[src/rtl/ram_arb_pkg.sv]
// Shared types and constants for the RAM word arbiter.
// Word accesses are split into little-endian byte beats.
package ram_arb_pkg;

    typedef enum logic [1:0] {
        IDLE,
        BEAT,
        CAPT,
        DONE
    } arb_state_e;

    localparam logic OWNER_M0 = 1'b0;
    localparam logic OWNER_M1 = 1'b1;

    localparam int BEATS_PER_WORD = 4;

endpackage

[src/rtl/rr_grant2.sv]
// Two-input round-robin picker; on a tie the master not served last wins.
// Purely combinational, one-hot grant (bit 0 = M0, bit 1 = M1).
module rr_grant2
    import ram_arb_pkg::*;
(
    input  logic [1:0] req,
    input  logic       last,
    output logic [1:0] grant
);

    always_comb begin
        grant = 2'b00;
        unique case (req)
            2'b01:   grant = 2'b01;
            2'b10:   grant = 2'b10;
            2'b11:   grant = (last == OWNER_M1) ? 2'b01 : 2'b10;
            default: grant = 2'b00;
        endcase
    end

endmodule

[src/rtl/ram_word_arbiter.sv]
// Shares a byte-wide RAM port between a fetch master (M0) and a
// load/store master (M1); each word access runs as four byte beats.
module ram_word_arbiter
    import ram_arb_pkg::*;
#(
    parameter int ADDR_WIDTH = 32,
    parameter int DATA_WIDTH = 32,
    parameter int RAM_WIDTH  = 8
) (
    input  logic                      clk,
    input  logic                      reset,
    input  logic                      m0_req,
    input  logic [ADDR_WIDTH-1:0]     m0_addr,
    output logic [DATA_WIDTH-1:0]     m0_rdata,
    output logic                      m0_ack,
    input  logic                      m1_req,
    input  logic                      m1_we,
    input  logic [ADDR_WIDTH-1:0]     m1_addr,
    input  logic [DATA_WIDTH-1:0]     m1_wdata,
    input  logic [BEATS_PER_WORD-1:0] m1_be,
    output logic [DATA_WIDTH-1:0]     m1_rdata,
    output logic                      m1_ack,
    output logic [ADDR_WIDTH-1:0]     ram_addr,
    output logic [RAM_WIDTH-1:0]      ram_wdata,
    output logic                      ram_we,
    input  logic [RAM_WIDTH-1:0]      ram_rdata,
    input  logic                      ram_busy
);

    localparam logic [ADDR_WIDTH-1:0] ALIGN_MASK = ~ADDR_WIDTH'(3);

    arb_state_e                state_q, state_d;
    logic                      owner_q, owner_d;
    logic                      last_q, last_d;
    logic [ADDR_WIDTH-1:0]     base_q, base_d;
    logic                      we_q, we_d;
    logic [DATA_WIDTH-1:0]     wdata_q, wdata_d;
    logic [BEATS_PER_WORD-1:0] be_q, be_d;
    logic [1:0]                k_q, k_d;
    logic [DATA_WIDTH-1:0]     rbuf_q, rbuf_d;

    logic [ADDR_WIDTH-1:0]     ram_addr_q, ram_addr_d;
    logic [RAM_WIDTH-1:0]      ram_wdata_q, ram_wdata_d;
    logic                      ram_we_q, ram_we_d;
    logic                      m0_ack_q, m0_ack_d;
    logic                      m1_ack_q, m1_ack_d;
    logic [DATA_WIDTH-1:0]     m0_rdata_q, m0_rdata_d;
    logic [DATA_WIDTH-1:0]     m1_rdata_q, m1_rdata_d;

    logic [1:0] grant;

    rr_grant2 u_rr (
        .req   ({m1_req, m0_req}),
        .last  (last_q),
        .grant (grant)
    );

    always_comb begin
        state_d = state_q;
        owner_d = owner_q;
        last_d  = last_q;
        base_d  = base_q;
        we_d    = we_q;
        wdata_d = wdata_q;
        be_d    = be_q;
        k_d     = k_q;
        rbuf_d  = rbuf_q;

        unique case (state_q)
            IDLE: begin
                if (|grant) begin
                    owner_d = grant[1] ? OWNER_M1 : OWNER_M0;
                    base_d  = (grant[1] ? m1_addr : m0_addr) & ALIGN_MASK;
                    we_d    = grant[1] & m1_we;
                    wdata_d = grant[1] ? m1_wdata : '0;
                    be_d    = grant[1] ? m1_be : '0;
                    k_d     = 2'd0;
                    state_d = BEAT;
                end
            end
            BEAT: begin
                if (!we_q) begin
                    state_d = CAPT;
                end else if (k_q == 2'd3) begin
                    state_d = DONE;
                end else begin
                    k_d = k_q + 2'd1;
                end
            end
            CAPT: begin
                if (!ram_busy) begin
                    rbuf_d[int'(k_q)*RAM_WIDTH +: RAM_WIDTH] = ram_rdata;
                    if (k_q == 2'd3) begin
                        state_d = DONE;
                    end else begin
                        k_d     = k_q + 2'd1;
                        state_d = BEAT;
                    end
                end
            end
            DONE: begin
                last_d  = owner_q;
                state_d = IDLE;
            end
            default: state_d = IDLE;
        endcase
    end

    // Outputs are registered from next-state values so they line up with state_q.
    always_comb begin
        ram_addr_d  = ram_addr_q;
        ram_wdata_d = ram_wdata_q;
        ram_we_d    = 1'b0;
        m0_rdata_d  = m0_rdata_q;
        m1_rdata_d  = m1_rdata_q;

        if (state_d == BEAT) begin
            ram_addr_d  = base_d + ADDR_WIDTH'(k_d);
            ram_wdata_d = wdata_d[int'(k_d)*RAM_WIDTH +: RAM_WIDTH];
            ram_we_d    = we_d & be_d[k_d];
        end

        m0_ack_d = (state_d == DONE) && (owner_d == OWNER_M0);
        m1_ack_d = (state_d == DONE) && (owner_d == OWNER_M1);

        if ((state_d == DONE) && !we_d) begin
            if (owner_d == OWNER_M0) m0_rdata_d = rbuf_d;
            else                     m1_rdata_d = rbuf_d;
        end
    end

    always_ff @(posedge clk) begin
        if (reset) begin
            state_q     <= IDLE;
            owner_q     <= OWNER_M0;
            last_q      <= OWNER_M1;
            base_q      <= '0;
            we_q        <= 1'b0;
            wdata_q     <= '0;
            be_q        <= '0;
            k_q         <= 2'd0;
            rbuf_q      <= '0;
            ram_addr_q  <= '0;
            ram_wdata_q <= '0;
            ram_we_q    <= 1'b0;
            m0_ack_q    <= 1'b0;
            m1_ack_q    <= 1'b0;
            m0_rdata_q  <= '0;
            m1_rdata_q  <= '0;
        end else begin
            state_q     <= state_d;
            owner_q     <= owner_d;
            last_q      <= last_d;
            base_q      <= base_d;
            we_q        <= we_d;
            wdata_q     <= wdata_d;
            be_q        <= be_d;
            k_q         <= k_d;
            rbuf_q      <= rbuf_d;
            ram_addr_q  <= ram_addr_d;
            ram_wdata_q <= ram_wdata_d;
            ram_we_q    <= ram_we_d;
            m0_ack_q    <= m0_ack_d;
            m1_ack_q    <= m1_ack_d;
            m0_rdata_q  <= m0_rdata_d;
            m1_rdata_q  <= m1_rdata_d;
        end
    end

    assign ram_addr  = ram_addr_q;
    assign ram_wdata = ram_wdata_q;
    assign ram_we    = ram_we_q;
    assign m0_ack    = m0_ack_q;
    assign m1_ack    = m1_ack_q;
    assign m0_rdata  = m0_rdata_q;
    assign m1_rdata  = m1_rdata_q;

endmodule

[config.mk]
export PLATFORM = sky130hd
export DESIGN_NAME = ram_word_arbiter
export DESIGN_NICKNAME = d
export VERILOG_FILES = /design/src/rtl/ram_arb_pkg.sv /design/src/rtl/rr_grant2.sv /design/src/rtl/ram_word_arbiter.sv
export SDC_FILE = /design/constraint.sdc
export NUM_CORES = 1
export LEC_CHECK = 0
export ABC_AREA = 1
export BUFFER_PORTS_ARGS = -buffer_cell sky130_fd_sc_hd__buf_2
export CORE_UTILIZATION = 45
export DETAILED_ROUTE_END_ITERATION = 6
export MAX_ROUTING_LAYER = met4
export PLACE_DENSITY = 0.75
export SLEW_MARGIN = 20
export SYNTH_ARGS = -nofsm -noshare
export SYNTH_HDL_FRONTEND = slang
export SYNTH_HIERARCHICAL = 1
export SYNTH_SLANG_ARGS = --single-unit
[constraint.sdc]
create_clock -name clk -period 3.9 [get_ports clk]
set_input_delay 1.17 -clock clk [delete_from_list [all_inputs] [get_ports clk]]
set_output_delay 1.17 -clock clk [all_outputs]
set_load 0.02 [all_outputs]
### After elaboration in Yosys (flattened, before gate mapping)

Index checks and enable logic that the tools add are counted.

| operators by class | value |
|---|---|
| add/sub/neg operators | 3 |
| $mul | 0 |
| divide/modulo/power cells | 0 |
| $lt $le $gt $ge | 1 |
| equality and inequality tests | 9 |
| shifts and indexed selects | 3 |
| muxes and demuxes | 32 |
| bitwise operators | 4 |
| reduce and logical (&&, ||, !) cells | 9 |

Operators by type and width:

| cell | number |
|---|---|
| 32-bit two-way mux | 8 |
| 5-bit negation with 33-bit output | 1 |
| 8-bit by 33-bit variable shift with 32-bit output, first input constant | 1 |
| 8-bit by 33-bit variable part select with 32-bit output | 1 |
| 32-bit by 2-bit adder with 32-bit output | 1 |
| 32-bit bitwise mux | 1 |
| 32-bit by 6-bit variable part select with 8-bit output | 1 |
| 2-bit two-way mux | 10 |
| 2-bit == test, second input constant | 6 |
| 4-bit two-way mux | 3 |
| 2-bit case mux with 3 select lines | 2 |
| 2-bit case mux with 4 select lines | 1 |
| 2-bit by 1-bit == test with 1-bit output, second input constant | 3 |
| 1-bit two-way mux | 6 |
| 2-bit AND reduction | 2 |
| 2-bit OR reduction | 2 |
| 1-bit logical AND | 3 |
| 2-bit by 3-bit < comparator with 1-bit output, second input constant | 1 |
| 2-bit by 1-bit adder with 2-bit output, second input constant | 1 |
| 1-bit AND | 2 |
| 1-bit binary-select mux with 2-bit select | 1 |
| 2-bit logical NOT | 1 |
| 1-bit inverter | 2 |
| 1-bit logical NOT | 1 |

| word-level totals | value |
|---|---|
| bits in registers | 214 |
| bits in latches | 0 |
| RAM bits | 0 |
| ROM bits | 0 |
| input bits | 114 |
| output and inout bits | 107 |
| word-level logic and storage cells | 77 |
| memories | 0 |

### Logic depth before layout (Yosys ltp)

| logic depth | value |
|---|---|
| depth in word-level cells | 8 |
| mapped depth | 22 |
| mapped depth without buffers | 21 |

### Hierarchy

The synthesis kept the hierarchy.

Modules (own cells, without submodules):

| module | times used | cells an instance | area each (um^2) | seq. area each (um^2) |
|---|---|---|---|---|
| ram_word_arbiter | 1 | 1535 | 10256.1 | 4284.1 |
| rr_grant2 | 1 | 5 | 21.3 | 0.0 |

### Worst setup path before layout

No wires, ideal clock.

| timing path | value |
|---|---|
| kind | in2reg |
| start | input m1_req |
| end | register ram_addr_q[30] (netlist: ram_addr[30]) |
| library setup time | 109 ps |
| arrival | 3584 ps |
| data required time | 3791 ps |
| setup slack | 207 ps |
| stages on the path | 22 |
| path buffers | 2 |
| cell sequence | inv_1 -> a21oi_1 -> buf_6 -> nor2_2 -> nand2_1 -> o21ai_2 -> nand2_1 -> nand2_1 -> buf_4 -> ha_1 -> inv_1 -> fa_1 -> inv_1 -> nand3_1 -> nor2_2 -> nand2_2 -> nor2_1 -> nand2_1 -> nand2_1 -> nand3_1 -> nand2_1 -> inv_1 |

| on the way | value |
|---|---|
| cells in the longest elaborated chain, start to end | 6 |
| elaborated cells between the ends (all ways) | 14 |
| classes of those cells | add/sub: 1; eq/ne: 4; mux: 8; reduce/logical: 1 |

RTL lines:

| what | RTL line | source |
|---|---|---|
| start: declaration | ram_word_arbiter.sv:16 | `input logic m1_req,` |
| 2-bit == test or 2-bit by 1-bit == test with 1-bit output (tied branches) | rr_grant2.sv:13 | `unique case (req)` |
| 2-bit case mux with 3 select lines (*) | rr_grant2.sv:13 |  |
| via grant[1] | ram_word_arbiter.sv:50 | `logic [1:0] grant;` |
| 2-bit OR reduction (*) | ram_word_arbiter.sv:71 | `if (\|grant) begin` |
| 2-bit two-way mux (*) | ram_word_arbiter.sv:71 |  |
| 2-bit case mux with 3 select lines (*) | ram_word_arbiter.sv:69 | `unique case (state_q)` |
| via k_d[0] | ram_word_arbiter.sv:39 | `logic [1:0] k_q, k_d;` |
| 32-bit by 2-bit adder with 32-bit output (*) | ram_word_arbiter.sv:118 | `ram_addr_d = base_d + ADDR_WIDTH'(k_d);` |
| end signal: assignment | ram_word_arbiter.sv:160 | `ram_addr_q <= ram_addr_d;` |
| end: declaration | ram_word_arbiter.sv:42 | `logic [ADDR_WIDTH-1:0] ram_addr_q, ram_addr_d;` |

The timed path passes the listed nets; every way through them passes the cells marked *.
A chain may end at the register's enable or synchronous reset.

### Worst setup path in the final report

| timing path | value |
|---|---|
| start | input m1_req |
| end | register ram_addr_q[29] (netlist: ram_addr[29]) |

| on the way | value |
|---|---|
| cells in the longest elaborated chain, start to end | 6 |
| elaborated cells between the ends (all ways) | 14 |
| classes of those cells | add/sub: 1; eq/ne: 4; mux: 8; reduce/logical: 1 |

RTL lines:

| what | RTL line |
|---|---|
| 2-bit == test or 2-bit by 1-bit == test with 1-bit output (tied branches) | rr_grant2.sv:13 |
| 2-bit case mux with 3 select lines (*) | rr_grant2.sv:13 |
| via grant[0] | ram_word_arbiter.sv:50 |
| 2-bit OR reduction (*) | ram_word_arbiter.sv:71 |
| 2-bit two-way mux or 32-bit two-way mux (tied branches) | ram_word_arbiter.sv:71 |
| 2-bit case mux with 3 select lines, or another cell as far along | ram_word_arbiter.sv:69 |
| 32-bit by 2-bit adder with 32-bit output or 2-bit by 1-bit == test with 1-bit output (tied branches) | ram_word_arbiter.sv:118, ram_word_arbiter.sv:117 |

Marked as above.

==> key figures <==
Run status
  • Status: completed

Clock tree
  • Clock slew at reported path FFs: 60 ps
  • Clock buffer depth: 3
  • CTS root buffer: clkbuf_16
  • Clock latency on the worst-skew pair: 510 ps
  • Resized cells post-CTS: 0
  • # clock sinks: 214
  • Max H-tree Level: 1
  • Post-CTS setup buffer count: 0
  • CTS Buf Count: 23
  • # hold bufs at CTS: 0
  • CTS tree: built

Power
  • Pwr Total: between 6 and 7 mW
  • Pwr dens: between 500 and 600 nW/um^2
  • Peak supply drop: between 200 and 300 uV
  • Pleak: approximately 6 nW

Worst setup path
  • Critical path arrival: roughly 3700 ps
  • Peak per-stage delay on the critical path: approximately 290 ps
  • Worst Setup Start Kind: input pin
  • Crit Path Max Fanout: 7
  • CP cell instances: buf_2, inv_1, nand2_1, nand2_1, nor2_2, nand2_1, o21ai_2, a21oi_1, buf_4, clkinv_1, ha_1, a21oi_1, nand3b_2, nor2_4, inv_1, nor2_1, nand2_1, nand2_1, nand3_1, nand2_1, inv_1
  • Critical-path top delay cell: nor2_1
  • Setup CP Type: in2reg
  • WP buf/inv: 6
  • Setup crit end kind: flop
  • Required @ worst endpoint: 4310 ps
  • CP top delay family: simple AND/OR/NAND/NOR gates
  • Cell with the most instances on the worst path: nand2_1

Synthesis
  • Simple-gate share of the synthesized area: 28.9%
  • Main synth FF type: dfxtp_1
  • Yosys warnings: 6
  • XOR/XNOR share of the synthesized area: less than 1%
  • Unique masters post-synth: 36
  • Synth Area in Compound Gates: between 10% and 20%
  • Synth Register Bits: around 210
  • Mapped Nets: about 1700
  • EDFF count, synth: 0
  • Cell area after synthesis: a little over 10000 um^2
  • Post-synthesis mux area share: 0%
  • Top post-synthesis cells by area: dfxtp_1 42%, nand2_1 13%, inv_1 9.4%
  • Largest family of logic cells by synthesized area: simple AND/OR/NAND/NOR gates
  • Synthesized instance count: 1540
  • Post-synth top cells: 345 x nand2_1, 258 x inv_1, 222 x nor2_1, 214 x dfxtp_1, 108 x o21ai_0
  • Adder and majority cell fraction of the synthesized area: under 10%
  • Avg Inst Size Synth: ~6.7 um^2
  • Synth async-reset ratio: 0%
  • Count leader, synth: nand2_1
  • Biggest area consumer among synthesized cells: dfxtp_1
  • Register area share after synthesis: between 40% and 50%
  • Share of the synthesized area in the top cell type: 41.7%

Routing
  • Vias post-DR: 9872
  • Vias/cell: between 4 and 5
  • DRT antenna net count: 0
  • # DRC: 0
  • Starting DRT DRC Count: 614
  • First-pass DRT Iterations: 5
  • Mean routed wirelength per cell: approximately 13 um
  • Drt total wl: roughly 27000 um

Flow run
  • Max_cap viols: 0

GRT
  • GRT Util Overall: between 20% and 30%
  • First-pass GRT wire length: between 40000 and 50000 um
  • Largest net degree at the start of global routing: 65
  • GR Overflow Total: 0
  • Vias in the first global route: ~9100
  • Initial antenna violation count: 3

STA
  • Setup TNS: 0 ps
  • RSZ-0062 raised after global routing: no
  • Slew Limit Fails: 0
  • Relative slew slack: 54.8%
  • Least-Margin Pin Slew: ~670 ps
  • Final number of setup-violating endpoints: 0
  • Skew final: 12.2 ps
  • Period minus WS final: 3320 ps
  • Fmax: about 300 MHz
  • Final hold vios: 0
  • Final period util: a little under nine tenths

Min path
  • Worst hold path type: reg2reg

Floorplan
  • Die area: about 23000 um^2
  • Die height: between 150 and 200 um
  • Starting Density: a little under half
  • Core box area: 22100 um^2
  • Row cnt: between 50 and 60
  • # IOs: ~220
  • Die Wd: between 150 and 200 um

Place
  • RD Place Congestion: 0.908
  • DP Wirelength: roughly 20000 um
  • IO Port Bufs: 216

Finish
  • Nets: roughly 1900
  • Share of layout cells above drive strength 1: between 10% and 20%
  • Layout area overhead: 20.0%
[registers in the layout, indices dropped and copies added, names as in the netlist, 2 cells and up, named ones only]
name       count
wdata_q       32
be_q           4
ram_wdata      8
state_q        2
m0_rdata      32
rbuf_q        32
base_q        32
m1_rdata      32
ram_addr      32
[path summary, 6_finish.rpt]
check                                 start                   endpoint  slack [ps]  depth (start not counted)
hold reg to reg   m1_rdata[28]$_SDFFE_PP0P_  m1_rdata[28]$_SDFFE_PP0P_         440                          2
hold / removal    m1_rdata[28]$_SDFFE_PP0P_  m1_rdata[28]$_SDFFE_PP0P_         440                          2
setup / recovery                     m1_req  ram_addr[29]$_SDFFE_PP0N_         580                         21
setup reg to reg          k_q[0]$_SDFF_PP0_  ram_addr[10]$_SDFFE_PP0N_         770                         14
[per-layer routing]
layer  global-route usage, %  wire length (um)
met1                    30.4             11900
met2                    38.8             12700
met3                    3.15              1720
met4                    9.38               841
met5                       -                 0
[through the flow]
| step | std cells | area, um^2 | hold slack [ps] | util [%] | setup slack (ps) |
|---|---|---|---|---|---|
| final | 2030 | 12300 | 440 | 55.8 | 581 |
| after global routing | 2030 | 12300 | 464 | 55.8 | 305 |
| after CTS | 2026 | 12300 | 442 | 55.8 | 584 |
| after detailed placement | 1985 | 11600 | 433 | 52.3 | 57.6 |
| after global placement | 1985 | 11600 | 429 | 52.3 | 99.5 |
| after floorplan | 1540 | 10300 | 425 | - | 207 |
[cells in the final DEF (no fill, tap or decap), types with 3 or more instances in the layout]
master and count:
buf_4 22, inv_2 7, nor2_1 222, nand2_1 345, clkbuf_16 23, diode_2 4
a22o_1 35, buf_12 4, nor3_1 6, clkinv_1 3, clkinv_2 7, nor2_2 13
clkbuf_8 5, buf_2 215, nand3_1 94, nand2_2 16, ha_1 9, xor2_1 6
inv_1 258, o21ai_1 16, o22ai_1 8, nor2_4 6, dfxtp_1 214, o21ai_0 108
a21oi_1 79, nand2_4 3
[final cells by class]
| class | count | area (um^2) |
|---|---|---|
| Fill cell | 2169 | 9760 |
| Multi-Input combinational cell | 981 | 4590 |
| Sequential cell | 214 | 4280 |
| Timing Repair Buffer | 241 | 1320 |
| Inverter | 269 | 1010 |
| Clock buffer | 30 | 652 |
| Tap cell | 280 | 350 |
| Clock inverter | 11 | 111 |
| Antenna cell | 4 | 10.0 |
[power by group]
group | internal (mW) | total, mW | switching [mW]
clock | 1.31 | 2.20 | 0.888
sequential | 2.44 | 2.57 | 0.124
combinational | 0.547 | 1.68 | 1.14
[worst min-delay path, delay by kind of cell, from the launching register on]
family                 cells  cell delay (ps)
AO/OA/AOI/OAI              1               40
flip-flops                 1              300
buffers and inverters      1               40
[logic make-up (layout without fill, tap and decap cells)]
kind of cell | count (synthesis) | after routing
compound gates | 252 | 252
xor+xnor | 7 | 7
flops | 214 | 214
simple gates | 712 | 712
buf+inv | 345 | 551
other cells | 0 | 4
fa+ha+maj | 10 | 10
Power figures use the tool's default switching activity.
